### src/rtl/hazard_controller.sv
// hazard_controller: pipeline sequencing controller for the 5-stage core.
// Detects load-use hazards, taken-branch redirects and data-memory waits, and
// drives the PC / pipeline-register enables, bubble and flush controls. It also
// keeps saturating stall/flush counters and a sticky memory-timeout flag.
//
// Ports:
//   clk, arst_n                     clock, asynchronous active-low reset
//   memread_IDEX, register_rd_IDEX  load in EX and its destination register
//   register_rs1/rs2_IFID, uses_*   source registers read by the ID instruction
//   branch_taken_EXMEM              taken branch/jump resolved in MEM
//   dmem_req_EXMEM, dmem_ready      MEM-stage data access and its completion
//   pc_write, *_write               PC and pipeline-register write enables
//   idex_bubble, memwb_bubble       insert NOP control into ID/EX, MEM/WB
//   *_flush                         clear IF/ID, ID/EX, EX/MEM
//   stall_cycles, flush_count       saturating performance counters
//   mem_timeout                     sticky: a single wait hit TIMEOUT_CYCLES
//   ctrl_state                      0 RUN, 1 LOAD_STALL, 2 MEM_WAIT
module hazard_controller #(
  parameter int unsigned LOAD_USE_CYCLES = 1,
  parameter int unsigned TIMEOUT_CYCLES  = 255,
  parameter int unsigned CNT_WIDTH       = 32
) (
  input  logic                 clk,
  input  logic                 arst_n,
  input  logic                 memread_IDEX,
  input  logic [4:0]           register_rd_IDEX,
  input  logic [4:0]           register_rs1_IFID,
  input  logic [4:0]           register_rs2_IFID,
  input  logic                 uses_rs1_IFID,
  input  logic                 uses_rs2_IFID,
  input  logic                 branch_taken_EXMEM,
  input  logic                 dmem_req_EXMEM,
  input  logic                 dmem_ready,
  output logic                 pc_write,
  output logic                 ifid_write,
  output logic                 idex_write,
  output logic                 exmem_write,
  output logic                 idex_bubble,
  output logic                 memwb_bubble,
  output logic                 ifid_flush,
  output logic                 idex_flush,
  output logic                 exmem_flush,
  output logic [CNT_WIDTH-1:0] stall_cycles,
  output logic [CNT_WIDTH-1:0] flush_count,
  output logic                 mem_timeout,
  output logic [1:0]           ctrl_state
);

  localparam logic [1:0] StRun       = 2'd0;
  localparam logic [1:0] StLoadStall = 2'd1;
  localparam logic [1:0] StMemWait   = 2'd2;

  localparam logic [3:0]  LuRemaining = 4'(LOAD_USE_CYCLES - 1);
  localparam logic [16:0] TimeoutLim  = 17'(TIMEOUT_CYCLES);

  logic [1:0]           state_q, state_d;
  logic [1:0]           ret_q, ret_d;
  logic [3:0]           rem_q, rem_d;
  logic [15:0]          wait_q, wait_d;
  logic [CNT_WIDTH-1:0] stall_q, stall_d;
  logic [CNT_WIDTH-1:0] flush_q, flush_d;
  logic                 timeout_q, timeout_d;

  logic       memwait, loaduse, branch_evt;
  logic [1:0] eff_state;
  logic [16:0] wait_inc;

  assign memwait = dmem_req_EXMEM & ~dmem_ready;
  assign loaduse = memread_IDEX & (register_rd_IDEX != 5'd0) &
                   ((uses_rs1_IFID & (register_rd_IDEX == register_rs1_IFID)) |
                    (uses_rs2_IFID & (register_rd_IDEX == register_rs2_IFID)));

  // While waiting, the saved return state decides behaviour once the wait ends.
  assign eff_state = (state_q == StMemWait) ? ret_q : state_q;
  assign wait_inc  = {1'b0, wait_q} + 17'd1;

  always_comb begin
    pc_write     = 1'b1;
    ifid_write   = 1'b1;
    idex_write   = 1'b1;
    exmem_write  = 1'b1;
    idex_bubble  = 1'b0;
    memwb_bubble = 1'b0;
    ifid_flush   = 1'b0;
    idex_flush   = 1'b0;
    exmem_flush  = 1'b0;
    ctrl_state   = eff_state;
    branch_evt   = 1'b0;
    state_d      = state_q;
    ret_d        = ret_q;
    rem_d        = rem_q;
    wait_d       = wait_q;
    timeout_d    = timeout_q;

    if (memwait) begin
      pc_write     = 1'b0;
      ifid_write   = 1'b0;
      idex_write   = 1'b0;
      exmem_write  = 1'b0;
      memwb_bubble = 1'b1;
      ctrl_state   = StMemWait;
      state_d      = StMemWait;
      if (state_q != StMemWait) ret_d = state_q;
      // Counter saturates at the limit so very long waits cannot wrap.
      if (wait_inc >= TimeoutLim) begin
        timeout_d = 1'b1;
        wait_d    = TimeoutLim[15:0];
      end else begin
        wait_d = wait_inc[15:0];
      end
    end else begin
      wait_d = '0;
      ret_d  = StRun;
      if (branch_taken_EXMEM) begin
        ifid_flush  = 1'b1;
        idex_flush  = 1'b1;
        exmem_flush = 1'b1;
        branch_evt  = 1'b1;
        state_d     = StRun;
        rem_d       = '0;
      end else if (eff_state == StLoadStall) begin
        pc_write    = 1'b0;
        ifid_write  = 1'b0;
        idex_bubble = 1'b1;
        rem_d       = (rem_q == 4'd0) ? 4'd0 : rem_q - 4'd1;
        state_d     = (rem_q <= 4'd1) ? StRun : StLoadStall;
      end else if (loaduse) begin
        pc_write    = 1'b0;
        ifid_write  = 1'b0;
        idex_bubble = 1'b1;
        if (LuRemaining != 4'd0) begin
          state_d = StLoadStall;
          rem_d   = LuRemaining;
        end else begin
          state_d = StRun;
        end
      end else begin
        state_d = StRun;
      end
    end

    // Reset forces the safe "hold everything, inject NOPs" pattern immediately.
    if (!arst_n) begin
      pc_write     = 1'b0;
      ifid_write   = 1'b0;
      idex_write   = 1'b0;
      exmem_write  = 1'b0;
      idex_bubble  = 1'b1;
      memwb_bubble = 1'b1;
      ifid_flush   = 1'b0;
      idex_flush   = 1'b0;
      exmem_flush  = 1'b0;
      ctrl_state   = StRun;
    end
  end

  always_comb begin
    stall_d = stall_q;
    flush_d = flush_q;
    if (!pc_write && (stall_q != '1)) stall_d = stall_q + 1'b1;
    if (branch_evt && (flush_q != '1)) flush_d = flush_q + 1'b1;
  end

  always_ff @(posedge clk or negedge arst_n) begin
    if (!arst_n) begin
      state_q   <= StRun;
      ret_q     <= StRun;
      rem_q     <= '0;
      wait_q    <= '0;
      stall_q   <= '0;
      flush_q   <= '0;
      timeout_q <= 1'b0;
    end else begin
      state_q   <= state_d;
      ret_q     <= ret_d;
      rem_q     <= rem_d;
      wait_q    <= wait_d;
      stall_q   <= stall_d;
      flush_q   <= flush_d;
      timeout_q <= timeout_d;
    end
  end

  assign stall_cycles = stall_q;
  assign flush_count  = flush_q;
  assign mem_timeout  = timeout_q;

endmodule

### config.mk
export PLATFORM = sky130hd
export DESIGN_NAME = hazard_controller
export DESIGN_NICKNAME = d
export VERILOG_FILES = /design/src/rtl/hazard_controller.sv
export SDC_FILE = /design/constraint.sdc
export NUM_CORES = 1
export LEC_CHECK = 0
export CAP_MARGIN = 0
export CORE_ASPECT_RATIO = 1.4
export CORE_MARGIN = 3
export CORE_UTILIZATION = 23
export DETAILED_ROUTE_END_ITERATION = 16
export GPL_ROUTABILITY_DRIVEN = 0
export GPL_TIMING_DRIVEN = 0
export SYNTH_ARGS = -nofsm -noshare
export SYNTH_HDL_FRONTEND = slang
export SYNTH_SLANG_ARGS = --single-unit
### constraint.sdc
create_clock -name clk -period 4.5 [get_ports clk]
set_input_delay 0.9 -clock clk [delete_from_list [all_inputs] [get_ports clk]]
set_output_delay 0.9 -clock clk [all_outputs]
set_load 0.02 [all_outputs]
==> qor.tcl, run 1 <==
set qor(grt_first_pass_wirelength_um) 19030
set qor(proportion_of_layout_cells_with_a_drive_suffix_above_1_pct) 6.642
set qor(remaining_drc_errors) 0
set qor(detailedPlace.worstSlack_ps) -45.92
set qor(power.clock.fraction_pct) 37.8
set qor(p_per_area_nw_per_um2) 360.5
set qor(finalSetupViolations) 0
set qor(post_cts.resized_instances) 1
set qor(share_seq_of_total_power_pct) 43.3
set qor(power.combinational.fraction_pct) 18.9
set qor(worst_ep_required_time_ps) 3600
set qor(synth-seq-area-share_pct) 50.51
set qor(m1WireLength_um) 4562
set qor(outcome) {finished, final reports clean}
set qor(synth.mux.area_fraction_pct) 1.220
set qor(worstPathArrival_ps) 3400
set qor(wl_met3_um) 631
set qor(routedWlPerCell_um) 14.14
set qor(grt_setup_unrepaired) {false}
set qor(via_per_inst) 4.515
set qor(worst_slew_margin_rel_pct) 51.54
set qor(yosys-top-cells-count) {sky130_fd_sc_hd__dfrtp_1, sky130_fd_sc_hd__xnor2_1, sky130_fd_sc_hd__nand3_1}
set qor(cp_slowest_cell) {sky130_fd_sc_hd__clkdlybuf4s50_1}
set qor(crit_buf_inv) 4
set qor(synth.lib_cells_used.distinct) 53
set qor(crit_path_max_fanout) 14
set qor(rows) 59
set qor(fp.dieArea_um2) 20890
set qor(final_critical_path_setup_slack_ps) 203.9
set qor(leakage_nw) 2.483
set qor(global_route.overflow_total) 0
set qor(synth_area_per_cell_um2) 10.45
set qor(final_area_um2) 6068
set qor(insertion_delay_ps) 340
set qor(hold_ws_ps) 461.4
set qor(maximum_number_of_pins_on_one_net_before_global_route_repair) 55
set qor(grt_util_all_layers_pct) 11.39
set qor(synth_xor_area_share_pct) 15.49
set qor(critPathTopFamily) {buffers and inverters}
set qor(ioPinCount) 99
set qor(synth_fa_ha_area_share_pct) 1.135
set qor(transition_time_at_the_pin_with_the_least_slew_margin_ps) 720.2
set qor(clock_tree.root_cell) {sky130_fd_sc_hd__clkbuf_16}
set qor(drt_first_iter_violations) 165
set qor(final.period_utilization_pct) 95.47
set qor(design.final.nets) 564
set qor(critical_path.endpoint_type) {output pin}
set qor(path_cells) {clkdlybuf4s50_1 -> or4_1 -> o21ai_1 -> nor2_1 -> a21o_1 -> inv_1 -> buf_4 -> clkdlybuf4s50_1}
set qor(synth-async-reset-ratio_pct) 100.0
set qor(critical_path.max_stage_delay_ps) 590
set qor(mapped_area_um2) 4409
set qor(synthesis.yosys.warnings) 0
set qor(synth_largest_type_area_fraction_pct) 50.51
set qor(min_path_type) {primary input to asynchronous set/reset pin}
set qor(routed-wl-met2_um) 5784
set qor(clock_sinks) 89
set qor(synth_edf_count) 0
set qor(final_antenna_diode_count) 0
set qor(total_cts_buffers) 9
set qor(dieHeight_um) 169.8
set qor(yosysMostFrequentCell) {sky130_fd_sc_hd__dfrtp_1}
set qor(place.detailed.hpwl_um) 8264
set qor(timing_hold_violations_final) 0
set qor(start_kind) {primary input}
set qor(htree_num_levels) 3
set qor(route.vias.total) 3549
set qor(clock_tree_from_tritoncts) {done}
set qor(slew_violations) 0
set qor(yosys-top-cells-area) {sky130_fd_sc_hd__dfrtp_1, sky130_fd_sc_hd__xnor2_1, sky130_fd_sc_hd__nand3_1}
set qor(initial_antenna_violation_count) 0
set qor(ctsHoldBuffers) 0
set qor(fp.coreArea_um2) 18680
set qor(timing.clock.skew_ps) 6.497
set qor(max_rail_drop_vdd_v) 0.0001698
set qor(complex_gate_fraction_of_the_synthesized_area_pct) 5.505
set qor(antenna_violating_nets_left) 0
set qor(max_cap_violations) 0
set qor(highest-signal-layer) {met4}
set qor(synthToLayoutAreaGrowth_pct) 37.63
set qor(synthDominantAreaCellType) {sky130_fd_sc_hd__dfrtp_1}
set qor(cts.reportedPaths.clkPinSlew_ps) 60
set qor(main_combinational_cell_family_by_area_after_synthesis) {simple AND/OR/NAND/NOR gates}
set qor(route.final.wire_length_um) 11110
set qor(postSynth.topFlopCell) {sky130_fd_sc_hd__dfrtp_1}
set qor(intPower_mw) 1.588
set qor(simple_gate_fraction_of_synth_area_pct) 23.55
set qor(firstDrtPassIters) 4
set qor(fp.dieW_um) 123.0
set qor(detailed_place.area_um2) 5737
set qor(criticalPathCategory) {primary input to output pin}
set qor(fmax_mhz) 232.8
set qor(post_cts_buffers) 0
set qor(first_global_vias) 3808
set qor(ys_ff_latch) 89
set qor(power.share.switching_pct) 27.40
set qor(p_switching_mw) 0.5995
set qor(max-clock-path-buffers) 2
set qor(initial_core_util_pct) 23.61
set qor(final_period_minus_worst_setup_slack_ps) 4296
set qor(netlist_instances) 422
set qor(port_buffers) 97
set qor(critical-path-top-cell-by-count) {sky130_fd_sc_hd__clkdlybuf4s50_1}
[layout make-up]
type                    instances  area [µm²]
plain buffers                  13       72.57
clock buffers                  12       256.5
clock inverters                 4       75.07
fillers                      1899       12610
inverters                       9       33.78
multi-input cells             317        2098
flip-flops and latches         89        2227
well taps                     244       305.3
repair buffers                 98       999.7
[placed cells by master, fill, tap and decap left out, types with 2 or more instances in the layout]
master / instances
sky130_fd_sc_hd__clkdlybuf4s50_1: 96
sky130_fd_sc_hd__dfrtp_1: 89
sky130_fd_sc_hd__xnor2_1: 67
sky130_fd_sc_hd__nand3_1: 41
sky130_fd_sc_hd__nand2_1: 28
sky130_fd_sc_hd__nand4_1: 25
sky130_fd_sc_hd__nor2_1: 25
sky130_fd_sc_hd__and3_1: 24
sky130_fd_sc_hd__xor2_1: 11
sky130_fd_sc_hd__inv_1: 9
sky130_fd_sc_hd__a21oi_1: 9
sky130_fd_sc_hd__clkbuf_16: 9
sky130_fd_sc_hd__o21ai_0: 8
sky130_fd_sc_hd__clkbuf_1: 8
sky130_fd_sc_hd__conb_1: 8
sky130_fd_sc_hd__and4_1: 6
sky130_fd_sc_hd__nor4_1: 5
sky130_fd_sc_hd__and2_1: 5
sky130_fd_sc_hd__nor3_1: 4
sky130_fd_sc_hd__ha_1: 4
sky130_fd_sc_hd__buf_4: 4
sky130_fd_sc_hd__mux2_2: 3
sky130_fd_sc_hd__o211ai_1: 3
sky130_fd_sc_hd__nand2b_1: 3
sky130_fd_sc_hd__or2_2: 3
sky130_fd_sc_hd__nand3b_1: 2
sky130_fd_sc_hd__nor2b_1: 2
sky130_fd_sc_hd__buf_6: 2
sky130_fd_sc_hd__or3_1: 2
sky130_fd_sc_hd__mux2i_1: 2
sky130_fd_sc_hd__o31ai_1: 2
sky130_fd_sc_hd__a31oi_1: 2
sky130_fd_sc_hd__clkbuf_8: 2
sky130_fd_sc_hd__clkinvlp_4: 2
sky130_fd_sc_hd__bufinv_16: 2
[registers in the layout (all words and copies together) (netlist names)]
name	flops
state_q	2
flush_count	32
ret_q	2
stall_cycles	32
mem_timeout	1
wait_q	16
rem_q	4
[power by group through the flow]
| stage | sequential (mW) | clock, mW | combinational (mW) |
|---|---|---|---|
| after floorplan | 1.02 | 0 | 0.146 |
| final | 0.947 | 0.828 | 0.413 |
| after CTS | 0.947 | 0.854 | 0.425 |
| after detailed placement | 0.961 | 0 | 0.424 |
| after global placement | 0.958 | 0 | 0.410 |
| after global routing | 0.962 | 0.892 | 0.453 |
[worst register-to-register path, delay by kind of cell (launching register included)]
family	cells	cell delay (ps)
compound gates	3	900
buf+inv	1	480
simple gates	2	370
flops	1	400
xor+xnor	1	180
[logic make-up (layout without fill, tap and decap cells)]
logic type | after synthesis | count (layout)
flops | 89 | 89
xor+xnor | 78 | 78
buf+inv | 23 | 136
other cells | 1 | 8
mux | 5 | 5
compound gates | 36 | 36
simple gates | 186 | 186
fa+ha+maj | 4 | 4
[routing by layer]
layer	vias up	GRT usage [%]
met4	0	3.373
met2	104	19.90
li1	1703	-
met3	11	4.023
met5	-	0
met1	1731	13.02
[metrics by stage]
step | instances | power (mW) | util, % | TNS [ps]
3_5_place_dp | 771 | 1.385 | 30.72 | -45.92
3_3_place_gp | 770 | 1.369 | 30.58 | -146530
2_1_floorplan | 429 | 1.164 | - | 0
5_1_grt | 786 | 2.307 | 32.49 | 0
4_1_cts | 787 | 2.226 | 32.49 | 0
6_report | 786 | 2.188 | 32.49 | 0
[final timing paths]
kind	startpoint	to	slack, ps	depth (start not counted)
min	arst_n	state_q[1]	460	1
min in group clk	mem_timeout	mem_timeout	490	1
max in group asynchronous	arst_n	flush_count[21]	3450	2
min reg2reg	mem_timeout	mem_timeout	490	1
max	register_rd_IDEX[1]	pc_write	200	8
max reg2reg	state_q[0]	stall_cycles[25]	2060	7
Note: power is estimated with default switching activity, not from simulation.
==> run 2: changes to the inputs <==
Settings changed: CORE_UTILIZATION 23 to 55, PLACE_DENSITY set to 0.86.
==> run 2 against run 1 <==
Effect of this change:
- non-clock buffer count stayed put
- sequential cell count stayed put
- first-iteration DRC count is 3.6% higher
- setup slack better by 61 ps
- sequential power hardly changed
- largest cell class unchanged
- highest routed layer unchanged
==> qor.tcl, run 2 (synthesized netlist as in run 1, its figures left out) <==
set qor(initial_antenna_violation_count) 0 ;# unchanged
set qor(cp_slowest_cell) {sky130_fd_sc_hd__clkdlybuf4s50_1}
set qor(design.final.nets) 564 ;# unchanged
set qor(intPower_mw) 1.321 ;# -17%
set qor(rows) 38 ;# -36%
set qor(synthToLayoutAreaGrowth_pct) 29.91
set qor(fmax_mhz) 236.1 ;# +1.5%
set qor(nFillCells) 549 ;# -71%
set qor(mostFrequentLayoutCells) {sky130_fd_sc_hd__clkdlybuf4s50_1, sky130_fd_sc_hd__dfrtp_1, sky130_fd_sc_hd__xnor2_1, sky130_fd_sc_hd__nand3_1, sky130_fd_sc_hd__nand2_1}
set qor(timing.clock.skew_ps) 8.341 ;# +1.844 ps
set qor(routedWlPerCell_um) 15.23 ;# +7.7%
set qor(proportion_of_layout_cells_with_a_drive_suffix_above_1_pct) 6.111 ;# -0.53 points
set qor(via_per_inst) 5.623 ;# +25%
set qor(final_period_minus_worst_setup_slack_ps) 4235 ;# -61.41 ps
set qor(power.clock.fraction_pct) 27.5 ;# -10 points
set qor(slew_violations) 0 ;# unchanged
set qor(fp.dieW_um) 81.67 ;# -34%
set qor(max-clock-path-buffers) 2 ;# unchanged
set qor(outcome) {finished, final reports clean}
set qor(total_cts_buffers) 9 ;# unchanged
set qor(critical-path-top-cell-by-count) {sky130_fd_sc_hd__clkdlybuf4s50_1}
set qor(max_rail_drop_vdd_v) 0.0003634 ;# +110%
set qor(min_path_type) {primary input to asynchronous set/reset pin}
set qor(final_antenna_diode_count) 0 ;# unchanged
set qor(r2r_start) {wait_q[0]}
set qor(clock_tree_from_tritoncts) {done}
set qor(post_cts_buffers) 0 ;# unchanged
set qor(share_seq_of_total_power_pct) 50.8 ;# +7.5 points
set qor(route.final.wire_length_um) 9748 ;# -12%
set qor(leakage_nw) 2.416 ;# -2.7%
set qor(post_cts.resized_instances) 0 ;# -1
set qor(detailed_place.area_um2) 5557 ;# -3.1%
set qor(crit_path_max_fanout) 14 ;# unchanged
set qor(place.detailed.hpwl_um) 7260 ;# -12%
set qor(grt_first_pass_wirelength_um) 16380 ;# -14%
set qor(worstPathArrival_ps) 3330 ;# -70 ps
set qor(max_cap_violations) 0 ;# unchanged
set qor(grt_setup_unrepaired) {false}
set qor(clock_tree.root_cell) {sky130_fd_sc_hd__clkbuf_8}
set qor(fp.coreArea_um2) 7797 ;# -58%
set qor(worst_slew_margin_rel_pct) 54.76 ;# +3.2 points
set qor(ioPinCount) 99 ;# unchanged
set qor(final_area_um2) 5728 ;# -5.6%
set qor(insertion_delay_ps) 350 ;# about the same
set qor(timing_hold_violations_final) 0 ;# unchanged
set qor(fp.dieArea_um2) 9142 ;# -56%
set qor(firstDrtPassIters) 4 ;# unchanged
set qor(first_global_vias) 3560 ;# -6.5%
set qor(final.period_utilization_pct) 94.10 ;# -1.4 points
set qor(initial_core_util_pct) 56.55 ;# +33 points
set qor(ctsHoldBuffers) 0 ;# unchanged
set qor(finalSetupViolations) 0 ;# unchanged
set qor(maximum_number_of_pins_on_one_net_before_global_route_repair) 64 ;# +16%
set qor(criticalPathCategory) {primary input to output pin}
set qor(layout_commonest_cell) {sky130_fd_sc_hd__clkdlybuf4s50_1}
set qor(r2r_cells) 7 ;# unchanged
set qor(critPathTopFamily) {buffers and inverters}
set qor(port_buffers) 97 ;# unchanged
set qor(antenna_violating_nets_left) 0 ;# unchanged
set qor(drt_first_iter_violations) 171 ;# +3.6%
set qor(grt_util_all_layers_pct) 22.77 ;# +11 points
set qor(hold_ws_ps) 464.8 ;# +3.400 ps
set qor(power.combinational.fraction_pct) 21.7 ;# +2.8 points
set qor(start_kind) {primary input}
set qor(power.share.switching_pct) 29.25 ;# +1.8 points
set qor(route.vias.total) 3599 ;# +1.4%
set qor(clock_sinks) 89 ;# unchanged
set qor(dieHeight_um) 111.9 ;# -34%
set qor(worst-r2r-setup-slack_ps) 2070 ;# about the same
set qor(worst_ep_required_time_ps) 3600 ;# about the same
set qor(path_cells) {clkdlybuf4s50_1 -> or4_1 -> o21ai_1 -> nor2_1 -> a21o_1 -> inv_1 -> buf_4 -> clkdlybuf4s50_1}
set qor(critical_path.max_stage_delay_ps) 590 ;# about the same
set qor(capture_instance_of_the_worst_register_to_register_path) {wait_q[0]}
set qor(cts.reportedPaths.clkPinSlew_ps) 80 ;# +20 ps
set qor(crit_buf_inv) 4 ;# unchanged
set qor(p_per_area_nw_per_um2) 326.0 ;# -9.6%
set qor(htree_num_levels) 3 ;# unchanged
set qor(p_switching_mw) 0.5462 ;# -8.9%
set qor(global_route.overflow_total) 0 ;# unchanged
set qor(transition_time_at_the_pin_with_the_least_slew_margin_ps) 676.1 ;# -44.10 ps
set qor(critical_path.endpoint_type) {output pin}
set qor(remaining_drc_errors) 0 ;# unchanged
run 2: power groups by stage:
| stage | clock, mW | combinational [mW] | sequential (mW) |
|---|---|---|---|
| global route | 0.560 | 0.442 | 0.958 |
| finish | 0.514 | 0.405 | 0.949 |
| global placement | 0 | 0.396 | 0.959 |
| detailed placement | 0 | 0.407 | 0.963 |
| floorplan | 0 | 0.146 | 1.02 |
| CTS | 0.524 | 0.411 | 0.948 |
run 2: final cells by class:
type / count / area (µm²) / share of cell area (%)
buffer: 13 / 72.57 / 1.267
clock buffer: 11 / 131.4 / 2.294
clock inverter: 3 / 43.79 / 0.7645
inverter: 9 / 33.78 / 0.5898
multi-input combinational: 317 / 2098 / 36.63
sequential: 89 / 2227 / 38.88
tap: 100 / 125.1 / 2.184
timing repair buffer: 98 / 996.0 / 17.39
run 2: worst max-delay path by stage:
stage	from	endpoint	cells past startpoint	slack, ps
global placement	arst_n	pc_write	8	-2550
finish	register_rd_IDEX[1]	pc_write	8	270
CTS	register_rd_IDEX[1]	pc_write	9	70
floorplan	register_rd_IDEX[1]	pc_write	7	1190
detailed placement	register_rd_IDEX[1]	pc_write	9	70
global route	register_rd_IDEX[1]	pc_write	8	110
run 2: routing by layer:
| layer | track usage (%) | up-vias | wire length, µm |
|---|---|---|---|
| met3 | 5.663 | 21 | 557 |
| met5 | 0 | - | 0 |
| met2 | 37.92 | 115 | 4992 |
| li1 | - | 1708 | - |
| met4 | 8.758 | 0 | 243 |
| met1 | 28.05 | 1755 | 3955 |
run 2: per-stage QoR:
| step | cells | util [%] | setup TNS (ps) | power [mW] | worst slack, ps |
|---|---|---|---|---|---|
| after global placement | 626 | 70.94 | -116100 | 1.355 | -2554 |
| after detailed placement | 627 | 71.26 | 0 | 1.370 | 71.75 |
| after global routing | 640 | 73.46 | 0 | 1.961 | 105.9 |
| final | 640 | 73.46 | 0 | 1.867 | 265.3 |
| after CTS | 641 | 73.51 | 0 | 1.882 | 67.79 |
| after floorplan | 429 | - | 0 | 1.164 | 1192 |
==> run 3: changes to the inputs <==
Settings changed: SLEW_MARGIN set to 40.
==> run 3 against run 2 <==
Effect of this change:
- setup slack better by 4.4 ps
- clock-buffer cell count up 1
- sequential share of layout area down 0.17 points
- hold slack worse by 64 ps
- global-route usage up 0.27 points
- first-iteration DRC count up 0.58%
- highest routed layer unchanged
- critical path type unchanged
- register-to-register slack about the same
- sequential cell count unchanged
- power up 2.1%
- sequential power about the same
- combinational power about the same
- design area up 0.44%
==> qor.tcl, run 3 (synthesized netlist as in run 1, its figures left out) <==
set qor(post_cts_buffers) 0 ;# unchanged
set qor(insertion_delay_ps) 360 ;# about the same
set qor(via_per_inst) 5.587 ;# -0.64%
set qor(first_global_vias) 3591 ;# +0.87%
set qor(final_antenna_diode_count) 0 ;# unchanged
set qor(fp.coreArea_um2) 7797 ;# unchanged
set qor(capture_instance_of_the_worst_register_to_register_path) {wait_q[0]}
set qor(finalSetupViolations) 0 ;# unchanged
set qor(worst_ep_required_time_ps) 3600 ;# about the same
set qor(fmax_mhz) 236.4 ;# +0.10%
set qor(fp.dieW_um) 81.67 ;# unchanged
set qor(min_path_type) {primary input to asynchronous set/reset pin}
set qor(cts.reportedPaths.clkPinSlew_ps) 80 ;# about the same
set qor(max_cap_violations) 0 ;# unchanged
set qor(r2r_start) {wait_q[0]}
set qor(clock_tree.root_cell) {sky130_fd_sc_hd__clkbuf_8}
set qor(antenna_violating_nets_left) 0 ;# unchanged
set qor(max-clock-path-buffers) 2 ;# unchanged
set qor(slew_violations) 0 ;# unchanged
set qor(rows) 38 ;# unchanged
set qor(ioPinCount) 99 ;# unchanged
set qor(worstPathArrival_ps) 3330 ;# about the same
set qor(maximum_number_of_pins_on_one_net_before_global_route_repair) 64 ;# unchanged
set qor(grt_first_pass_wirelength_um) 16620 ;# +1.4%
set qor(initial_core_util_pct) 56.55 ;# unchanged
set qor(nFillCells) 547 ;# -0.36%
set qor(final_period_minus_worst_setup_slack_ps) 4230 ;# -4.418 ps
set qor(finish.utilization_pct) 73.78 ;# +0.32 points
set qor(critical_path.endpoint_type) {output pin}
set qor(final.period_utilization_pct) 94.01 ;# -0.098 points
set qor(routedWlPerCell_um) 15.42 ;# +1.3%
set qor(layout_commonest_cell) {sky130_fd_sc_hd__clkdlybuf4s50_1}
set qor(detailedPlace.worstSlack_ps) 77.08 ;# +5.337 ps
set qor(total_cts_buffers) 9 ;# unchanged
set qor(max_rail_drop_vdd_v) 0.0003002 ;# -17%
set qor(port_buffers) 97 ;# unchanged
set qor(place.detailed.hpwl_um) 7263 ;# about the same
set qor(mostFrequentLayoutCells) {sky130_fd_sc_hd__clkdlybuf4s50_1, sky130_fd_sc_hd__dfrtp_1, sky130_fd_sc_hd__xnor2_1, sky130_fd_sc_hd__nand3_1, sky130_fd_sc_hd__nand2_1}
set qor(synthToLayoutAreaGrowth_pct) 30.48
set qor(route.vias.total) 3587 ;# -0.33%
set qor(crit_path_max_fanout) 14 ;# unchanged
set qor(clock_sinks) 89 ;# unchanged
set qor(proportion_of_layout_cells_with_a_drive_suffix_above_1_pct) 6.458 ;# +0.35 points
set qor(p_per_area_nw_per_um2) 331.5 ;# +1.7%
set qor(design.final.nets) 564 ;# unchanged
set qor(transition_time_at_the_pin_with_the_least_slew_margin_ps) 695.5 ;# +19.31 ps
set qor(drt_first_iter_violations) 172 ;# +0.58%
set qor(fp.dieArea_um2) 9142 ;# unchanged
set qor(start_kind) {primary input}
set qor(clock_tree_from_tritoncts) {done}
set qor(leakage_nw) 2.425 ;# +0.37%
set qor(outcome) {finished, final reports clean}
set qor(timing.clock.skew_ps) 11.01 ;# +2.670 ps
set qor(timing_hold_violations_final) 0 ;# unchanged
set qor(htree_num_levels) 3 ;# unchanged
set qor(route.final.wire_length_um) 9901 ;# +1.6%
set qor(remaining_drc_errors) 0 ;# unchanged
set qor(dieHeight_um) 111.9 ;# unchanged
set qor(r2r_cells) 7 ;# unchanged
set qor(firstDrtPassIters) 4 ;# unchanged
set qor(global_route.overflow_total) 0 ;# unchanged
set qor(criticalPathCategory) {primary input to output pin}
set qor(worst_slew_margin_rel_pct) 53.47 ;# -1.3 points
set qor(final_critical_path_setup_slack_ps) 269.7 ;# +4.418 ps
set qor(grt_setup_unrepaired) {false}
set qor(worst-r2r-setup-slack_ps) 2070 ;# about the same
set qor(grt_util_all_layers_pct) 23.04 ;# +0.27 points
set qor(initial_antenna_violation_count) 0 ;# unchanged
[run 3: changes by cell type in the layout (fill, tap and decap cells not counted), sizes merged]
| cell | before | now |
|---|---|---|
| clkinvlp | 0 | 1 |
| inv | 9 | 10 |
| clkbuf | 18 | 19 |
| clkinv | 2 | 1 |
[run 3: what timing repair did]
action / CTS / global route
hold buffers: 0 / 0
endpoints found under the hold margin: 0 / 0
endpoints found under the setup margin: 0 / 2
gates resized for setup: 0 / 1
[run 3: worst max path at each step]
stage,from,end,slack [ps]
floorplan,register_rd_IDEX[1],pc_write,1190
global placement,arst_n,pc_write,-2550
detailed placement,register_rd_IDEX[1],pc_write,80
CTS,register_rd_IDEX[1],pc_write,70
global route,register_rd_IDEX[1],pc_write,120
finish,register_rd_IDEX[1],pc_write,270
[run 3: cell type report]
| type | instances | area, µm² | area share, % |
|---|---|---|---|
| clock inverter | 4 | 51.30 | 0.8917 |
| tap | 100 | 125.1 | 2.175 |
| clock buffer | 12 | 145.1 | 2.523 |
| sequential | 89 | 2227 | 38.71 |
| inverter | 9 | 33.78 | 0.5872 |
| buffer | 13 | 72.57 | 1.261 |
| timing repair buffer | 98 | 999.7 | 17.38 |
| multi-input combinational | 317 | 2098 | 36.47 |
[run 3: worst max-delay path, stage by stage]
cell                              delay, ps
sky130_fd_sc_hd__clkdlybuf4s50_1        470
sky130_fd_sc_hd__or4_1                  560
sky130_fd_sc_hd__o21ai_1                180
sky130_fd_sc_hd__nor2_1                  60
sky130_fd_sc_hd__a21o_1                 330
sky130_fd_sc_hd__inv_1                  140
sky130_fd_sc_hd__buf_4                  110
sky130_fd_sc_hd__clkdlybuf4s50_1        590
[run 3: report_power, final]
part	switching [mW]	internal, mW
Clock	0.278	0.274
Combinational	0.200	0.206
Sequential	0.0847	0.864
Total	0.563	1.34
[run 3: per-stage QoR]
step	hold slack (ps)	power, mW	TNS (ps)	area (µm²)	std cells
finish	400.6	1.907	0	5753	642
global route	396.8	1.997	0	5753	642
CTS	394.4	1.918	0	5757	643
detailed placement	469.6	1.370	0	5560	627
global placement	463.7	1.355	-116100	5532	626
floorplan	481.3	1.164	0	4436	429
[run 3: layer usage]
layer | share of wire [%] | global-route usage [%]
met1 | 41 | 28.02
met2 | 52 | 38.41
met3 | 5.4 | 5.744
met4 | 2.2 | 9.534
met5 | 0 | 0
